## src/rtl/lsu.sv

```systemverilog
// Load/store unit: one RV32I data-memory access per request, aligned/extended result to write-back.
// Latency: accept N -> mem_req N+1; out_valid N+3 at best, N+1 for no-access/error, N+1+TIMEOUT_CYCLES on timeout.
// Backpressure: in_ready only in IDLE; result held stable in DONE until out_ready. Optional: LSU_MISALIGN_CHECK_EN.
module lsu #(
   parameter int unsigned TIMEOUT_CYCLES = 255
) (
   input  logic        clk,
   input  logic        rst,
   input  logic        in_valid,
   output logic        in_ready,
   input  logic [31:0] in_addr,
   input  logic [31:0] in_wdata,
   input  logic [2:0]  in_memop,
   input  logic        in_memwr,
   input  logic        in_memrd,
   output logic        mem_req,
   input  logic        mem_gnt,
   output logic        mem_we,
   output logic [31:0] mem_addr,
   output logic [31:0] mem_wdata,
   output logic [3:0]  mem_wmask,
   input  logic        mem_rvalid,
   input  logic [31:0] mem_rdata,
   output logic        out_valid,
   input  logic        out_ready,
   output logic [31:0] out_rdata,
   output logic        out_err
);

   typedef enum logic [1:0] {IDLE, REQ, WAIT, DONE} state_t;

   state_t      state, state_nxt;
   logic [15:0] tcnt;
   logic [2:0]  op_q;
   logic [1:0]  lane_q;

   logic        op_skip, op_ill, op_both, op_neither, op_mis;
   logic        dec_none, dec_bad;
   logic [3:0]  st_mask;
   logic [31:0] st_data;
   logic [1:0]  ld_off;
   logic [31:0] ld_sh, ld_val;
   logic        expire, accept, fin_err, fin_zero, fin_load;

   assign expire = (tcnt == 16'(TIMEOUT_CYCLES - 1));

   // Classify the incoming request. A 111 memop wins over any other flag
   // combination; an illegal memop wins over "neither read nor write".
   always_comb begin
      op_skip    = (in_memop == 3'b111);
      op_ill     = (in_memop == 3'b011) || (in_memop == 3'b110);
      op_both    = in_memrd && in_memwr;
      op_neither = !in_memrd && !in_memwr;
`ifdef LSU_MISALIGN_CHECK_EN
      op_mis     = ((in_memop[1:0] == 2'b01) && in_addr[0]) ||
                   ((in_memop[1:0] == 2'b10) && (in_addr[1:0] != 2'b00));
`else
      op_mis     = 1'b0;
`endif
      dec_none   = op_skip || (!op_ill && op_neither);
      dec_bad    = op_ill || op_both || op_mis;
   end

   // Store lane placement; halves use addr[1] only so an odd offset never spills out of the word.
   always_comb begin
      st_mask = 4'b1111;
      st_data = in_wdata;
      case (in_memop[1:0])
         2'b00: begin
            st_mask = 4'b0001 << in_addr[1:0];
            st_data = {4{in_wdata[7:0]}};
         end
         2'b01: begin
            st_mask = 4'b0011 << {in_addr[1], 1'b0};
            st_data = {2{in_wdata[15:0]}};
         end
         default: begin
            st_mask = 4'b1111;
            st_data = in_wdata;
         end
      endcase
   end

   // Load lane selection and sign/zero extension of the returned word.
   always_comb begin
      ld_off = 2'b00;
      case (op_q[1:0])
         2'b00:   ld_off = lane_q;
         2'b01:   ld_off = {lane_q[1], 1'b0};
         default: ld_off = 2'b00;
      endcase
      ld_sh = mem_rdata >> {ld_off, 3'b000};
      case (op_q[1:0])
         2'b00:   ld_val = op_q[2] ? {24'b0, ld_sh[7:0]}  : {{24{ld_sh[7]}}, ld_sh[7:0]};
         2'b01:   ld_val = op_q[2] ? {16'b0, ld_sh[15:0]} : {{16{ld_sh[15]}}, ld_sh[15:0]};
         default: ld_val = ld_sh;
      endcase
   end

   // Next-state logic. A grant in the very cycle the timeout expires is still
   // abandoned; a response in that cycle is taken since its data is valid.
   always_comb begin
      state_nxt = state;
      accept    = 1'b0;
      fin_err   = 1'b0;
      fin_zero  = 1'b0;
      fin_load  = 1'b0;
      in_ready  = (state == IDLE);
      mem_req   = (state == REQ);
      out_valid = (state == DONE);
      case (state)
         IDLE: begin
            if (in_valid) begin
               accept = 1'b1;
               if (dec_none) begin
                  state_nxt = DONE;
                  fin_zero  = 1'b1;
               end else if (dec_bad) begin
                  state_nxt = DONE;
                  fin_err   = 1'b1;
               end else begin
                  state_nxt = REQ;
               end
            end
         end
         REQ: begin
            if (expire) begin
               state_nxt = DONE;
               fin_err   = 1'b1;
            end else if (mem_gnt) begin
               state_nxt = WAIT;
            end
         end
         WAIT: begin
            if (mem_rvalid) begin
               state_nxt = DONE;
               fin_load  = 1'b1;
            end else if (expire) begin
               state_nxt = DONE;
               fin_err   = 1'b1;
            end
         end
         DONE: begin
            if (out_ready) state_nxt = IDLE;
         end
         default: state_nxt = IDLE;
      endcase
   end

   // State, request capture, timeout counter and result registers.
   always_ff @(posedge clk) begin
      if (rst) begin
         state     <= IDLE;
         tcnt      <= '0;
         op_q      <= '0;
         lane_q    <= '0;
         mem_we    <= 1'b0;
         mem_addr  <= '0;
         mem_wdata <= '0;
         mem_wmask <= '0;
         out_rdata <= '0;
         out_err   <= 1'b0;
      end else begin
         state <= state_nxt;
         if (accept) begin
            tcnt      <= '0;
            op_q      <= in_memop;
            lane_q    <= in_addr[1:0];
            mem_we    <= in_memwr;
            mem_addr  <= {in_addr[31:2], 2'b00};
            mem_wdata <= in_memwr ? st_data : 32'h0;
            mem_wmask <= in_memwr ? st_mask : 4'b0000;
         end else if (state == REQ || state == WAIT) begin
            tcnt <= tcnt + 16'd1;
         end
         if (fin_err || fin_zero) begin
            out_rdata <= '0;
            out_err   <= fin_err;
         end else if (fin_load) begin
            out_rdata <= mem_we ? 32'h0 : ld_val;
            out_err   <= 1'b0;
         end else if (state == DONE && out_ready) begin
            out_rdata <= '0;
            out_err   <= 1'b0;
         end
      end
   end

endmodule
```

## config.mk

```make
export PLATFORM = sky130hd
export DESIGN_NAME = lsu
export DESIGN_NICKNAME = d
export VERILOG_FILES = /design/src/rtl/lsu.sv
export SDC_FILE = /design/constraint.sdc
export NUM_CORES = 1
export LEC_CHECK = 0
export CAP_MARGIN = 40
export CELL_PAD_IN_SITES_DETAIL_PLACEMENT = 0
export CELL_PAD_IN_SITES_GLOBAL_PLACEMENT = 2
export CORE_MARGIN = 2
export CORE_UTILIZATION = 26
export CTS_CLUSTER_DIAMETER = 150
export CTS_CLUSTER_SIZE = 40
export DETAILED_ROUTE_END_ITERATION = 8
export MAX_ROUTING_LAYER = met4
export PLACE_DENSITY_LB_ADDON = 0.15
export SYNTH_ARGS = -nofsm -noshare
export SYNTH_HDL_FRONTEND = slang
export SYNTH_SLANG_ARGS = --single-unit
```

## constraint.sdc

```tcl
create_clock -name clk -period 4.4 [get_ports clk]
set_input_delay 0.88 -clock clk [delete_from_list [all_inputs] [get_ports clk]]
set_output_delay 0.88 -clock clk [all_outputs]
set_load 0.02 [all_outputs]
```

==> metrics.md, run 1 <==
| Metric | Value |
|---|---|
| Vias in the first global route | ~5100 |
| Crit path capture type | output port |
| Die extent in x | roughly 150 um |
| Largest net degree at the start of global routing | 44 |
| Vias | 5117 |
| Mapped Cells | approximately 600 |
| Min Hold Slack | around 450 ps |
| VDD IR max | 0.000326 V |
| Crit path time final | roughly 2800 ps |
| Setup TNS | 0 ps |
| Core Area | 20000 sq um |
| Sequential area share after synthesis | approximately 47% |
| Number of synthesized flops with an enable pin | 0 |
| Worst Skew | a little under 9 ps |
| Post-DR vias/cell | 4.66 |
| Avg WL per Cell | about 16 um |
| Final hold violation count | 0 |
| Clock-pin slew on the worst setup and hold paths | around 60 ps |
| DRC Markers | 0 |
| Fin area | approximately 8200 sq um |
| Initial antenna violation count | 2 |
| Max_slew headroom | a little over two fifths |
| Power density cells | about 490 nW/um^2 |
| Placer congestion estimate | a little under 0.8 |
| Sw Share | 32.8% |
| Worst Path Arrival | around 1900 ps |
| Fmax | ~360 MHz |
| Avg Cell Area, Syn | ~8.6 sq um |
| Resized cells post-CTS | 0 |
| Slew @ Worst Pin | about 870 ps |
| GR Util All Layers | between 15 and 20% |
| Routed Antenna Nets | 0 |
| Slew Limit Fails | 0 |
| Worst setup margin | 1620 ps |
| Port bufs | roughly 210 |
| Max Cap Violations | 0 |
| Fillcell total | 2038 |
| RSZ-0062 raised after global routing | false |
| Clock latency on the worst-skew pair | 420 ps |
| Total wire length | roughly 18000 um |
| Status | finished, final reports clean |
| Most frequent cells in the layout | clkdlybuf4s50_1, dfxtp_1, nand2_1 |
| Final HPWL DP | approximately 13000 um |
| Pre-CTS setup slack | about 1400 ps |
| Sw power | 1.32 mW |
| Num ports | ~210 |
| Flop2flop setup slack | between 2000 and 2500 ps |
| Max FO, Critical Path | 8 |
| Part of the power in registers | roughly a third |
| Most common cell after layout, fill and taps aside | clkdlybuf4s50_1 |
| Hold buffers post-CTS | 0 |
| Clk pwr share | between 30% and 40% |
| Row cnt | 52 |
| Initial DRT Pass Iterations | 4 |
| Final Power | between 4 and 5 mW |
| Main synth FF type | dfxtp_1 |
| Setup CP Type | flip-flop to output port |
| Gr ovfl total | 0 |
| P_int | approximately 2.7 mW |
| Clock Path Buffers | 2 |
| Initial Util | about a quarter |
| Area growth syn-to-layout | 56.4% |
| CTS root buffer | clkbuf_16 |
| Die H | roughly 150 um |
| DRT iter0 DRCs | between 300 and 400 |
| Comb pwr share | 30.6% |
| CTS tree | built |
| Clock Sinks | approximately 120 |
| Hold WC Path Type | flip-flop to flip-flop |
| Cell count after placement | 1064 |
| Count of final setup violators | 0 |
| Startpoint Class | flip-flop |
| Non-Filler Instances | approximately 1100 |
| Tcrit/Tclk final | between 60% and 70% |
| TritonCTS Buffers | 17 |
| Post-CTS Setup Repair Bufs | 0 |
| Placed inst area | between 7000 and 8000 sq um |
| Synth warnings | 0 |
| Worst EP required | roughly 3500 ps |
| Layout cells sized above 1 | 8.00% |
| Count of state elements after synthesis | 123 |
| Async S/R FF share, synth | 0% |
| Die ar. | about 21000 sq um |
| Nets | a little over 900 |
| Mapped Area | ~5300 sq um |
| Fin util | between 40 and 50% |
| Leak pwr | between 3 and 4 nW |
| First-pass GRT wire length | 27900 um |
| # H-tree levels | 4 |
| Netlist cell types | 56 |
==> cells in the mapped netlist (2+ instances only) <==
cell / instances / area [sq um]
nand3_1: 6 / 30.0
buf_4: 3 / 22.5
o21ai_1: 3 / 15.0
nand4_1: 4 / 25.0
clkbuf_1: 22 / 82.6
nand2b_1: 3 / 18.8
and3_1: 2 / 12.5
nor2b_1: 3 / 18.8
a21oi_1: 65 / 325
o211ai_1: 4 / 30.0
a211o_1: 3 / 26.3
a22oi_1: 16 / 120
a32o_1: 16 / 160
mux2_2: 8 / 90.1
buf_2: 8 / 40.0
mux2i_1: 11 / 110
o21ai_0: 39 / 195
xnor2_1: 4 / 35.0
a31oi_1: 3 / 18.8
buf_1: 4 / 15.0
dfxtp_1: 123 / 2460
a22o_1: 8 / 70.1
ha_1: 6 / 75.1
nor3b_1: 2 / 15.0
nor2_1: 57 / 214
inv_1: 23 / 86.3
mux4_2: 7 / 158
xor2_1: 11 / 96.3
o21bai_1: 2 / 15.0
nor3_1: 3 / 15.0
nand2_1: 118 / 443
==> flip-flops by register name (all words and copies together) (netlist names) <==
name / cells
out_rdata: 32
mem_wdata: 32
mem_we: 1
state: 2
op_q: 3
mem_addr: 30
lane_q: 2
out_err: 1
mem_wmask: 4
tcnt: 16
==> power by group through the flow <==
stage | registers (mW) | logic (mW) | clock network (mW)
detailed placement | 1.38 | 1.25 | 0
global route | 1.37 | 1.35 | 1.54
global placement | 1.37 | 1.23 | 0
floorplan | 1.49 | 0.595 | 0
finish | 1.35 | 1.24 | 1.45
CTS | 1.36 | 1.25 | 1.49
==> path summary, 6_finish.rpt <==
check                             startpoint           end  cells past startpoint
worst min-delay path            mem_addr[26]  mem_addr[26]                      2
worst max-delay path                state[0]      in_ready                      3
worst max register to register       op_q[1]  out_rdata[1]                      5
worst min register to register  mem_addr[26]  mem_addr[26]                      2
==> final cells by class <==
| cell class | count | area [sq um] | area share (%) |
|---|---|---|---|
| Multi-Input combinational cell | 428 | 2540 | 30.9 |
| Sequential cell | 123 | 2460 | 29.9 |
| Timing Repair Buffer | 219 | 2180 | 26.5 |
| Clock buffer | 20 | 467 | 5.67 |
| Tap cell | 270 | 338 | 4.11 |
| Clock inverter | 11 | 144 | 1.75 |
| Inverter | 24 | 90.1 | 1.10 |
| Antenna cell | 2 | 5.00 | 0.0608 |
==> layer usage <==
layer  vias to the layer above  track usage, %  share of wire (%)
li1                       2535               -                  -
met1                      2370            21.0                 45
met2                       182            25.3                 44
met3                        30            7.25                8.3
met4                         0            6.12                2.2
met5                         -               -                  0
==> cell families (layout without fill, tap and decap cells) <==
logic type               Yosys count  after routing  share of synthesized area [%]
multiplexers                      26             26                           6.80
other                              1              4                         0.0713
XOR/XNOR                          15             15                           2.50
AO/OA/AOI/OAI                    166            166                           19.9
flip-flops                       123            123                           46.8
buffers and inverters             62            274                           4.97
AND/OR/NAND/NOR                  213            213                           17.6
adder cells (fa/ha/maj)            6              6                           1.43
==> worst max-delay path: stages, from the launching register on <==
cell	delay, ps
dfxtp_1	330
inv_1	120
ha_1	330
clkdlybuf4s50_1	690
No activity file was read; power rests on OpenSTA's default activity.
==> inputs of run 2 (changes only) <==
CORE_UTILIZATION = 24   (was 26)
clock period = 2.65 ns   (was 4.4 ns; I/O delays follow)
==> run 2 against run 1 <==
Net effect:
- cell count grew 2.0%
- cell area is 0.11% higher
- count of clock-buffer cells in the layout is 5 higher
- worst hold slack lost 3.0 ps
- critical path type unchanged
- highest routed layer unchanged
==> metrics.md, run 2 (synthesis gave the netlist of run 1 again) <==
| Metric | Value |
|---|---|
| Sw power | ~2.2 mW |
| Total wire length | 17900 um |
| Tcrit/Tclk final | just over 90% |
| Placer congestion estimate | 0.756 |
| Clock Path Buffers | 2 |
| Clock latency on the worst-skew pair | about 410 ps |
| Vias in the first global route | slightly above 5000 |
| Worst Path Arrival | between 1500 and 2000 ps |
| Sw Share | around 34% |
| Slew Limit Fails | 0 |
| Die H | ~150 um |
| Critical path endpoint | in_ready |
| Routed Antenna Nets | 0 |
| Part of the power in registers | about a third |
| Worst EP required | roughly 2100 ps |
| Pre-CTS setup slack | about 84 ps |
| Setup CP Type | flip-flop to output port |
| Layout cells sized above 1 | just under 9% |
| Status | finished, final reports clean |
| R2R cell count | 9 |
| Slew @ Worst Pin | approximately 650 ps |
| Gr ovfl total | 0 |
| Count of final setup violators | 0 |
| Power density cells | 784 nW/um^2 |
| Row cnt | 54 |
| # H-tree levels | 4 |
| Crit path time final | about 2400 ps |
| Max Cap Violations | 0 |
| P_int | 4.29 mW |
| Resized cells post-CTS | 0 |
| Avg WL per Cell | ~16 um |
| Post-CTS Setup Repair Bufs | 0 |
| DRC Markers | 0 |
| Largest net degree at the start of global routing | 45 |
| Area growth syn-to-layout | 56.6% |
| Startpoint Class | flip-flop |
| CTS tree | built |
| VDD IR max | around 0.00037 V |
| Final Power | 6.45 mW |
| Most frequent cells in the layout | clkdlybuf4s50_1, dfxtp_1, nand2_1 |
| Largest regs | mem_wdata x32, out_rdata x32, mem_addr x30 |
| First-pass GRT wire length | about 29000 um |
| Die ar. | around 23000 sq um |
| DRT iter0 DRCs | 198 |
| CTS root buffer | clkbuf_16 |
| Core Area | ~22000 sq um |
| Fmax | 412 MHz |
| Initial Util | between 20% and 30% |
| Hold WC Path Type | flip-flop to flip-flop |
| Clock Sinks | about 120 |
| Leak pwr | approximately 3.1 nW |
| Clock-pin slew on the worst setup and hold paths | 60 ps |
| Most common cell after layout, fill and taps aside | clkdlybuf4s50_1 |
| Max_slew headroom | a little under three fifths |
| Nets | between 900 and 1000 |
| TritonCTS Buffers | 17 |
| Initial DRT Pass Iterations | 5 |
| Reg2reg end | out_rdata[31] |
| Worst Skew | approximately 6.2 ps |
| Num ports | between 200 and 250 |
| Flop2flop setup slack | roughly 460 ps |
| Comb pwr share | roughly 33% |
| RSZ-0062 raised after global routing | false |
| GR Util All Layers | 16.0% |
| Crit path capture type | output port |
| R2r startpoint | state[0] |
| Worst setup startpoint | state[0] |
| Hold buffers post-CTS | 0 |
| Worst setup margin | 226 ps |
| Final HPWL DP | about 13000 um |
| Max FO, Critical Path | 8 |
| Initial antenna violation count | 1 |
| Clk pwr share | 32.7% |
| Die extent in x | 152 um |
| Post-DR vias/cell | around 4.5 |
| Vias | just over 5000 |
| Final hold violation count | 0 |
| Port bufs | 209 |
==> run 2: cell count changes in the layout (fill, tap and decap cells not counted), sizes merged <==
cell,before,now
bufinv,3,0
diode,2,1
buf,11,23
clkinvlp,4,2
clkbuf,20,25
clkinv,5,6
==> run 2: area by class of cell <==
type                            instances  area (sq um)
Sequential cell                       123          2460
Fill cell                            2188         13500
Clock inverter                          7          40.0
Antenna cell                            1          2.50
Clock buffer                           25           495
Inverter                               24          90.1
Timing Repair Buffer                  231          2250
Multi-Input combinational cell        428          2540
Tap cell                              280           350
==> run 2: routing by layer <==
layer,wire length [um],up-vias,GRT usage (%)
li1,-,2553,-
met1,8550,2337,20.3
met2,7870,143,23.9
met3,1210,19,5.85
met4,276,0,4.94
met5,0,-,-
==> run 2: power groups by stage <==
stage               Sequential, mW  Combinational (mW)  Clock (mW)
floorplan                     2.47               0.987           0
global placement              2.27                2.13           0
detailed placement            2.28                2.13           0
CTS                           2.24                2.14        2.19
global route                  2.27                2.31        2.29
finish                        2.24                2.11        2.11
==> run 2: worst min-delay path by stage <==
stage | start | to | depth (start not counted)
floorplan | lane_q[0] | lane_q[0] | 2
detailed placement | mem_wdata[17] | mem_wdata[17] | 2
global placement | mem_wdata[28] | mem_wdata[28] | 2
global route | mem_addr[10] | mem_addr[10] | 2
finish | mem_wdata[17] | mem_wdata[17] | 2
CTS | mem_wdata[17] | mem_wdata[17] | 2
==> run 2: metrics by stage <==
stage          TNS, ps  area [sq um]  instances  hold WS (ps)  utilization [%]
4_1_cts              0          8230       1118           455             38.0
3_3_place_gp     -1550          7690       1085           436             35.5
6_report             0          8240       1119           450             38.0
3_5_place_dp         0          7700       1086           443             35.5
5_1_grt              0          8240       1119           467             38.0
2_1_floorplan        0          5260        613           445                -
==> run 2: critical path, stage by stage (launching register included) <==
cell,delay (ps)
dfxtp_1,330
inv_1,130
ha_1,330
clkdlybuf4s50_1,700
==> inputs of run 3 (changes only) <==
TNS_END_PERCENT = 50   (was not set)
==> results of run 3 <==
Same layout as run 2: the final DEF is identical, and so are final timing and power.
